[src/rtl/if_stage_pkg.sv]
// Shared definitions for the instruction-fetch stage: opcode field position,
// the NOP encoding used for IF/ID bubbles and the fetch FSM state encoding.
package if_stage_pkg;

    // Opcode field handed to the control decoder.
    localparam int OP_MSB = 31;
    localparam int OP_LSB = 26;

    // An all-zero word is a bubble as far as the decoder is concerned.
    localparam logic [31:0] NOP_INSTR = 32'h0000_0000;

    // Fetch FSM states.
    localparam logic [1:0] S_REQ  = 2'd0;  // presenting a request
    localparam logic [1:0] S_WAIT = 2'd1;  // one request outstanding
    localparam logic [1:0] S_HOLD = 2'd2;  // response parked in the skid buffer

    // Opcode field of an instruction word.
    function automatic logic [5:0] opcode_of(input logic [31:0] instr);
        return instr[OP_MSB:OP_LSB];
    endfunction

endpackage

[src/rtl/if_id_reg.sv]
// IF/ID pipeline register. Priority: reset, then flush (bubble), then a load
// that is not blocked by stall; otherwise the contents are held.
module if_id_reg
    import if_stage_pkg::*;
#(
    parameter int PC_WIDTH = 32
) (
    input  logic                clk,
    input  logic                reset,
    input  logic                flush,
    input  logic                stall,
    input  logic                load,
    input  logic [31:0]         load_instr,
    input  logic [PC_WIDTH-1:0] load_pc4,
    output logic                valid,
    output logic [31:0]         instr,
    output logic [PC_WIDTH-1:0] pc4
);

    logic                valid_q, valid_d;
    logic [31:0]         instr_q, instr_d;
    logic [PC_WIDTH-1:0] pc4_q, pc4_d;

    // Next-state selection: flush beats load, stall holds.
    always_comb begin
        valid_d = valid_q;
        instr_d = instr_q;
        pc4_d   = pc4_q;
        if (flush) begin
            valid_d = 1'b0;
            instr_d = NOP_INSTR;
        end else if (load && !stall) begin
            valid_d = 1'b1;
            instr_d = load_instr;
            pc4_d   = load_pc4;
        end
    end

    // Register update with synchronous reset to an empty, all-zero stage.
    always_ff @(posedge clk) begin
        if (reset) begin
            valid_q <= 1'b0;
            instr_q <= NOP_INSTR;
            pc4_q   <= '0;
        end else begin
            valid_q <= valid_d;
            instr_q <= instr_d;
            pc4_q   <= pc4_d;
        end
    end

    assign valid = valid_q;
    assign instr = instr_q;
    assign pc4   = pc4_q;

endmodule

[src/rtl/if_stage.sv]
// Instruction-fetch stage: PC, single-outstanding fetch FSM, skid buffer for
// responses that arrive during a stall, and the IF/ID register feeding the
// control decoder.
//
// Memory handshake: a request transfers on a rising edge where
// imem_req && imem_gnt; imem_addr is only meaningful while imem_req is high.
// Every transferred request is answered by exactly one imem_rvalid pulse in a
// later cycle, and imem_rvalid is accepted unconditionally (no back-pressure),
// which is why a stalled response is parked in the skid buffer.
module if_stage
    import if_stage_pkg::*;
#(
    parameter int                  PC_WIDTH = 32,
    parameter logic [PC_WIDTH-1:0] RESET_PC = '0
) (
    input  logic                clk,
    input  logic                reset,
    input  logic                stall,
    input  logic                flush,
    input  logic                branch_taken,
    input  logic [PC_WIDTH-1:0] branch_target,
    output logic                imem_req,
    output logic [PC_WIDTH-1:0] imem_addr,
    input  logic                imem_gnt,
    input  logic                imem_rvalid,
    input  logic [31:0]         imem_rdata,
    output logic                if_id_valid,
    output logic [31:0]         if_id_instr,
    output logic [PC_WIDTH-1:0] if_id_pc4,
    output logic [5:0]          op,
    output logic [1:0]          dbg_state
);

    localparam logic [PC_WIDTH-1:0] PC_STEP    = PC_WIDTH'(4);
    localparam logic [PC_WIDTH-1:0] ALIGN_MASK = ~PC_WIDTH'(3);

    logic [1:0]          state_q, state_d;
    logic [PC_WIDTH-1:0] pc_q, pc_d;
    logic [PC_WIDTH-1:0] pc_inflight_q, pc_inflight_d;
    logic                kill_q, kill_d;
    logic [31:0]         skid_q, skid_d;

    logic                id_load;
    logic [31:0]         id_load_instr;
    logic [PC_WIDTH-1:0] next_seq_pc;
    logic                reset_mid_wait;

    // Sequential successor of the instruction being fetched (wraps mod 2^W).
    assign next_seq_pc = pc_inflight_q + PC_STEP;

    // No request leaves the stage during a reset cycle.
    assign imem_req  = (state_q == S_REQ) && !reset;
    assign imem_addr = pc_q;
    assign dbg_state = state_q;

    // A reset while a response is still owed must swallow that response, so
    // the FSM restarts waiting for it with kill set. If it arrives in the
    // reset cycle itself it is already gone and a plain restart is safe.
    assign reset_mid_wait = (state_q == S_WAIT) && !imem_rvalid;

    // Fetch FSM, PC and skid buffer next-state logic.
    always_comb begin
        state_d       = state_q;
        pc_d          = pc_q;
        pc_inflight_d = pc_inflight_q;
        kill_d        = kill_q;
        skid_d        = skid_q;
        id_load       = 1'b0;
        id_load_instr = skid_q;

        case (state_q)
            S_REQ: begin
                if (imem_gnt) begin
                    pc_inflight_d = pc_q;
                    state_d       = S_WAIT;
                    // A redirect in the grant cycle makes this fetch stale.
                    kill_d        = branch_taken;
                end
            end
            S_WAIT: begin
                if (imem_rvalid) begin
                    state_d = S_REQ;
                    if (kill_q) begin
                        kill_d = 1'b0;
                    end else if (!branch_taken) begin
                        if (!stall) begin
                            id_load       = 1'b1;
                            id_load_instr = imem_rdata;
                            pc_d          = next_seq_pc;
                        end else begin
                            skid_d  = imem_rdata;
                            state_d = S_HOLD;
                        end
                    end
                end else if (branch_taken) begin
                    kill_d = 1'b1;
                end
            end
            S_HOLD: begin
                if (branch_taken) begin
                    state_d = S_REQ;
                end else if (!stall) begin
                    id_load = 1'b1;
                    pc_d    = next_seq_pc;
                    state_d = S_REQ;
                end
            end
            default: begin
                state_d = S_REQ;
            end
        endcase

        // Redirect overrides any sequential PC update.
        if (branch_taken) begin
            pc_d = branch_target & ALIGN_MASK;
        end
    end

    // State registers with synchronous reset.
    always_ff @(posedge clk) begin
        if (reset) begin
            pc_q          <= RESET_PC;
            pc_inflight_q <= RESET_PC;
            skid_q        <= NOP_INSTR;
            state_q       <= reset_mid_wait ? S_WAIT : S_REQ;
            kill_q        <= reset_mid_wait;
        end else begin
            pc_q          <= pc_d;
            pc_inflight_q <= pc_inflight_d;
            skid_q        <= skid_d;
            state_q       <= state_d;
            kill_q        <= kill_d;
        end
    end

    if_id_reg #(
        .PC_WIDTH (PC_WIDTH)
    ) u_if_id_reg (
        .clk        (clk),
        .reset      (reset),
        .flush      (flush || branch_taken),
        .stall      (stall),
        .load       (id_load),
        .load_instr (id_load_instr),
        .load_pc4   (next_seq_pc),
        .valid      (if_id_valid),
        .instr      (if_id_instr),
        .pc4        (if_id_pc4)
    );

    // Decoder opcode; reads 0 for a bubble because IF/ID then holds NOP.
    assign op = opcode_of(if_id_instr);

endmodule

[config.mk]
export PLATFORM = sky130hd
export DESIGN_NAME = if_stage
export DESIGN_NICKNAME = d
export VERILOG_FILES = /design/src/rtl/if_stage_pkg.sv /design/src/rtl/if_id_reg.sv /design/src/rtl/if_stage.sv
export SDC_FILE = /design/constraint.sdc
export NUM_CORES = 1
export LEC_CHECK = 0
export CORE_MARGIN = 4
export CORE_UTILIZATION = 49
export DETAILED_ROUTE_END_ITERATION = 10
export PLACE_DENSITY = 0.8
export SYNTH_ARGS = -nofsm -noshare
export SYNTH_HDL_FRONTEND = slang
export SYNTH_SLANG_ARGS = --single-unit
[constraint.sdc]
create_clock -name clk -period 3.1 [get_ports clk]
set_clock_uncertainty 0.15 [all_clocks]
set_input_delay 0.93 -clock clk [delete_from_list [all_inputs] [get_ports clk]]
set_output_delay 0.93 -clock clk [all_outputs]
set_load 0.02 [all_outputs]
==> results of run 1 <==
## worst paths after layout
path / endpoint / cells after the start / from / slack [ns]
max: imem_req / 4 / dbg_state[0]$_DFFE_PP_ / 0.23
min: skid_q[31]$_SDFFE_PP0P_ / 2 / skid_q[31]$_SDFFE_PP0P_ / 0.30
max reg2reg: imem_addr[12]$_SDFFE_PP0P_ / 8 / dbg_state[1]$_SDFFCE_PP0P_ / 0.68
min reg2reg: skid_q[31]$_SDFFE_PP0P_ / 2 / skid_q[31]$_SDFFE_PP0P_ / 0.30
## cell type report
| class | instances | area share, % |
|---|---|---|
| Sequential cell | 164 | 35.2 |
| Multi-Input combinational cell | 604 | 34.9 |
| Clock inverter | 10 | 0.863 |
| Inverter | 11 | 0.438 |
| Timing Repair Buffer | 202 | 21.2 |
| Clock buffer | 21 | 5.01 |
| Tap cell | 180 | 2.39 |
## what timing repair did
action	4_1_cts	5_1_grt
hold endpoints to repair	0	0
hold buffers	0	0
gates resized for setup	1	0
endpoints found under the setup margin	1	0
## worst register-to-register path, cell delays in order (launching register included)
cell      delay [ns]
edfxtp_1        0.41
inv_1           0.10
ha_1            0.26
and3b_1         0.38
o21ba_2         0.43
buf_4           0.20
nor2_1          0.04
a211o_1         0.25
a21oi_1         0.13
## cell usage in the layout, fill, tap and decap left out, types with 5 or more instances in the layout
cell,instances
clkinv_2,7
nand2_1,185
dfxtp_1,161
clkbuf_16,18
mux2i_1,5
nor2_1,84
xor2_1,10
a311oi_1,32
and2_1,17
nor3_2,5
buf_4,25
nand3_1,49
xnor2_1,18
o22ai_1,17
a21oi_1,72
a31o_2,5
clkdlybuf4s50_1,172
inv_1,11
nand4_1,6
a211oi_1,34
nor3_1,7
a31oi_1,16
## state kept, by name (all words and copies together) (netlist names), named ones only
register           cells
u_if_id_reg.instr     32
u_if_id_reg.pc4       32
kill_q                 1
u_if_id_reg.valid      1
pc_inflight_q         32
imem_addr             30
dbg_state              2
skid_q                32
## through the flow
| stage | cells | area [um^2] | power [W] |
|---|---|---|---|
| floorplan | 858 | 6960 | 0.00291 |
| global placement | 1161 | 8870 | 0.00332 |
| detailed placement | 1161 | 8870 | 0.00334 |
| CTS | 1192 | 9420 | 0.00530 |
| global route | 1192 | 9420 | 0.00550 |
| finish | 1192 | 9420 | 0.00528 |
## routing by layer
metal	wire, um	part of all wire [%]	global-route usage [%]	vias to the layer above
met3	1450	7.3	7.19	51
li1	-	-	-	3253
met4	619	3.1	10.2	0
met5	0	0	0	-
met2	8970	45	38.2	243
met1	8710	44	31.2	3041
## where the power goes
part | switching, W | leakage [nW] | internal [W] | total (W)
logic | 0.000586 | 1.40 | 0.000400 | 0.000986
clock network | 0.000819 | 0.277 | 0.00116 | 0.00198
registers | 0.0000843 | 1.34 | 0.00223 | 0.00231
total | 0.00149 | 3.01 | 0.00379 | 0.00528
## cell usage after synthesis (3+ instances only)
| cell type | number | area [um^2] |
|---|---|---|
| nand2_1 | 185 | 694 |
| dfxtp_1 | 161 | 3220 |
| nor2_1 | 85 | 319 |
| a21oi_1 | 72 | 360 |
| clkbuf_1 | 61 | 229 |
| nand3_1 | 49 | 245 |
| a211oi_1 | 34 | 255 |
| a311oi_1 | 32 | 280 |
| xnor2_1 | 18 | 158 |
| and2_1 | 17 | 106 |
| o22ai_1 | 17 | 106 |
| a31oi_1 | 16 | 100 |
| inv_1 | 11 | 41.3 |
| xor2_1 | 10 | 87.6 |
| nor3_1 | 7 | 35.0 |
| buf_1 | 6 | 22.5 |
| buf_4 | 6 | 45.0 |
| nand4_1 | 6 | 37.5 |
| a31o_2 | 5 | 43.8 |
| buf_2 | 5 | 25.0 |
| mux2i_1 | 5 | 50.1 |
| nor2b_1 | 5 | 31.3 |
| nor3_2 | 5 | 50.1 |
| ha_1 | 4 | 50.1 |
| and3_1 | 3 | 18.8 |
| edfxtp_1 | 3 | 90.1 |
| nor4_1 | 3 | 18.8 |
## kinds of logic after synthesis
group | after synthesis | share of synthesized area [%]
multiplexers | 6 | 0.880
adder cells (fa/ha/maj) | 4 | 0.719
buffers and inverters | 90 | 5.37
XOR/XNOR | 28 | 3.52
AND/OR/NAND/NOR | 377 | 23.9
flip-flops | 164 | 47.6
AO/OA/AOI/OAI | 189 | 18.0
==> impl_metrics.toml, run 1 <==
[sta]
post-route-period-util_pct = 92.4
min_period_ns = 2.87
setup_tns_ns = 0
relSlewSlack_pct = 44.8
maxSlewViolCount = 0
finalHoldViolCount = 0
rsz0062_at_grt = "no"
fin_ws_ns = 0.234
worst_pin_slew_ns = 0.820
holdWs_ns = 0.304
max_freq_ghz = 0.349
setup_viol = 0

[clocking]
cts_buffer_depth = 2
cts_tree = "done"
insertion_delay_ns = 0.42
cts_root_buffer = "clkbuf_16"
cts.sinks = 164
clkTransAtPathRegs_ns = 0.06
cts_setup_buffers = 0
htree_levels = 4
cts_buffers = 17

[setup_path]
arrival_ns = 1.79
startpoint_type = "register"
slowest_delay_ns = 0.41
critPathBufInv = 2
worstSetupPathType = "reg2out"
cp_data_required_time_ns = 2.02
cpLargestDelayFamily = "buffers and inverters"
cp_cell_sequence = "inv_1 > ha_1 > nor2b_1 > dlygate4sd2_1"
path_max_fanout = 5
slowest_stage = "edfxtp_1"
cp-end-kind = "output pin"

[detailed_routing]
drt_pass1_iterations = 4
antenna_left = 0
drcViolationCount = 0
routed-via-count = 6588
wire_per_inst_um = 16.6
routed_via_density = 5.53
wl_um = 19800
dr.first_iter.drc_count = 438

[die]
io_pins = 177
row_count = 43
die_w_um = 127
initial_core_util_pct = 50.2
chipHeight_um = 127
coreArea_mm2 = 0.0139
dieArea_mm2 = 0.0162

[power]
leakage_nw = 3.01
powerDensity_mw_per_mm2 = 560
ir_drop_mv = 0.350

[placement]
pre_cts_ws_ns = 0.0811
place.gp.congestion = 0.837
hpwl_um = 12900
port_buffers = 174

[final_layout]
antenna_cells = 0
drive_gt1_share_pct = 7.51
syn_to_final_growth_pct = 35.3
fin_util_pct = 67.9
num-nets-final = 1075
ff_latch_area_mm2 = 0.00331
multi_input_area_mm2 = 0.00329
fillers = 1155

[logic_synthesis]
ys_async_sr_fraction_pct = 0
synth_cell_type_count = 47
synth_edf_count = 3
synth_seq_cells = 164
yosys_warnings = 0
synth_area_mm2 = 0.00696
synthFlopType = "dfxtp_1"
syn_inst = 858
avgSynthCellArea_um2 = 8.12
synth_nets = 933
ys_seq_area_share_pct = 47.6

[grt]
grt_pass1_vias = 6412
antenna_found_initial = 0
grt_pass1_wl_um = 31700
grt_max_degree = 75
grt_use_total_pct = 24.3
grt_overflow_total = 0

[flow_run]
maxCapViolations = 0

[status]
status = "finished clean"

[worst_hold_path]
holdCritPathClass = "reg2reg"
Power figures use the tool's default switching activity.
==> run 2, diff against run 1 <==
--- a/config.mk
+++ b/config.mk
@@ -7,8 +7,10 @@
 export LEC_CHECK = 0
 export CORE_MARGIN = 4
 export CORE_UTILIZATION = 49
+export CTS_CLUSTER_DIAMETER = 100
 export DETAILED_ROUTE_END_ITERATION = 10
 export PLACE_DENSITY = 0.8
+export SLEW_MARGIN = 25
 export SYNTH_ARGS = -nofsm -noshare
 export SYNTH_HDL_FRONTEND = slang
 export SYNTH_SLANG_ARGS = --single-unit
==> results of run 2 <==
The final DEF is identical to that of run 1; final timing and power are the same.
==> run 3, diff against run 2 <==
--- a/config.mk
+++ b/config.mk
@@ -6,11 +6,11 @@
 export NUM_CORES = 1
 export LEC_CHECK = 0
 export CORE_MARGIN = 4
-export CORE_UTILIZATION = 49
+export CORE_UTILIZATION = 55
 export CTS_CLUSTER_DIAMETER = 100
 export DETAILED_ROUTE_END_ITERATION = 10
-export PLACE_DENSITY = 0.8
-export SLEW_MARGIN = 25
+export DONT_BUFFER_PORTS = 1
+export PLACE_DENSITY = 0.7
 export SYNTH_ARGS = -nofsm -noshare
 export SYNTH_HDL_FRONTEND = slang
 export SYNTH_SLANG_ARGS = --single-unit
==> impl_metrics.toml, run 3 (same netlist as run 1, synthesis figures left out) <==
[setup_path]
r2r_slack_ns = 0.42
worstSetupPathType = "reg2out"
critPathLaunch = "dbg_state[0]$_DFFE_PP_"
r2r-start = "dbg_state[1]$_SDFFCE_PP0P_"
startpoint_type = "register"
r2r_end = "skid_q[26]$_SDFFE_PP0P_"
cp-end-kind = "output pin"
worst_r2r_path_depth = 8
cp_cell_sequence = "inv_1 > ha_1 > nor2b_1"
slowest_stage = "edfxtp_1"
timing.critical_path.to = "imem_req"
path_max_fanout = 5
slowest_delay_ns = 0.52
cp_data_required_time_ns = 2.02
arrival_ns = 1.78

[status]
status = "finished clean"

[power]
ir_drop_mv = 0.415
leakage_nw = 2.30
powerDensity_mw_per_mm2 = 665

[clocking]
cts_tree = "done"
ctsHoldBuffers = 0
cts_buffer_depth = 2
htree_levels = 4
insertion_delay_ns = 0.42
cts_root_buffer = "clkbuf_16"
clkTransAtPathRegs_ns = 0.06
cts.sinks = 164
cts_resized = 0
cts_setup_buffers = 0
cts_buffers = 17

[placement]
place_area_mm2 = 0.00699
place_inst = 962
port_buffers = 0
hpwl_um = 11500
place.gp.congestion = 0.823

[die]
die_w_um = 121
chipHeight_um = 121
row_count = 40
initial_core_util_pct = 57.0
dieArea_mm2 = 0.0145
io_pins = 177
coreArea_mm2 = 0.0122

[sta]
relSlewSlack_pct = 22.4
finalHoldViolCount = 0
setup_tns_ns = 0
max_freq_ghz = 0.350
maxSlewViolCount = 0
setup_viol = 0
holdWs_ns = 0.302
post-route-period-util_pct = 92.2
min_period_ns = 2.86
worst_pin_slew_ns = 1.16
rsz0062_at_grt = "no"

[final_layout]
final_cell_mix = "nand2_1 (185), dfxtp_1 (161), nor2_1 (84), a21oi_1 (72), nand3_1 (49)"
syn_to_final_growth_pct = 8.71
layout_commonest_cell = "nand2_1"
final_cell_count_no_fill = 995
fin_area_mm2 = 0.00757
drive_gt1_share_pct = 7.51
num-nets-final = 888

[detailed_routing]
dr.first_iter.drc_count = 437
routed_via_density = 5.91
antenna_left = 0
routed-via-count = 5877
wire_per_inst_um = 17.5
drt_pass1_iterations = 5
wl_um = 17500
drcViolationCount = 0

[grt]
grt_pass1_vias = 5725
grt_pass1_wl_um = 28600
antenna_found_initial = 1
grt_use_total_pct = 24.4
grt_max_degree = 124
grt_overflow_total = 0

[flow_run]
maxCapViolations = 0

[worst_hold_path]
holdCritPathClass = "reg2reg"
hold_depth = 2
-- run 3: where the power goes --
group | internal [W] | switching (W) | total, W
combinational | 0.000201 | 0.000403 | 0.000604
clock | 0.00121 | 0.000812 | 0.00202
sequential | 0.00223 | 0.000176 | 0.00241
-- run 3: worst min path at each step --
stage,endpoint,slack (ns),from
after CTS,skid_q[11]$_SDFFE_PP0P_,0.30,skid_q[11]$_SDFFE_PP0P_
after global placement,skid_q[2]$_SDFFE_PP0P_,0.29,skid_q[2]$_SDFFE_PP0P_
after global routing,skid_q[0]$_SDFFE_PP0P_,0.32,skid_q[0]$_SDFFE_PP0P_
final,skid_q[0]$_SDFFE_PP0P_,0.30,skid_q[0]$_SDFFE_PP0P_
after floorplan,pc_inflight_q[30]$_SDFFE_PP0P_,0.29,pc_inflight_q[30]$_SDFFE_PP0P_
after detailed placement,skid_q[11]$_SDFFE_PP0P_,0.29,skid_q[11]$_SDFFE_PP0P_
-- run 3: stage by stage --
step | total power, W | util (%) | setup slack (ns)
global placement | 0.00303 | 57.3 | 0.498
floorplan | 0.00291 | - | 0.621
CTS | 0.00507 | 62.0 | 0.210
finish | 0.00503 | 62.0 | 0.243
detailed placement | 0.00305 | 57.3 | 0.430
global route | 0.00526 | 62.0 | 0.149
-- run 3: critical path, delay by kind of cell, from the launching register on --
family                     cells  cell delay [ns]
DFF                            1             0.52
adders and majority gates      1             0.24
and+or+nand+nor                1             0.46
buffers and inverters          1             0.14
-- run 3: layer usage --
metal	GRT usage (%)	share of wire, %	vias to the layer above
met3	9.26	10	37
li1	-	-	2877
met1	29.3	40	2721
met2	39.2	47	242
met5	0	0	-
met4	10.6	2.3	0
-- run 3: area by class of cell --
cell class	count	area (um^2)
diodes	1	2.50
inverters	11	41.3
repair buffers	15	138
well taps	168	210
clock buffers	24	503
multi-input cells	604	3290
flip-flops and latches	164	3310
clock inverters	8	72.6
fillers	1088	4640
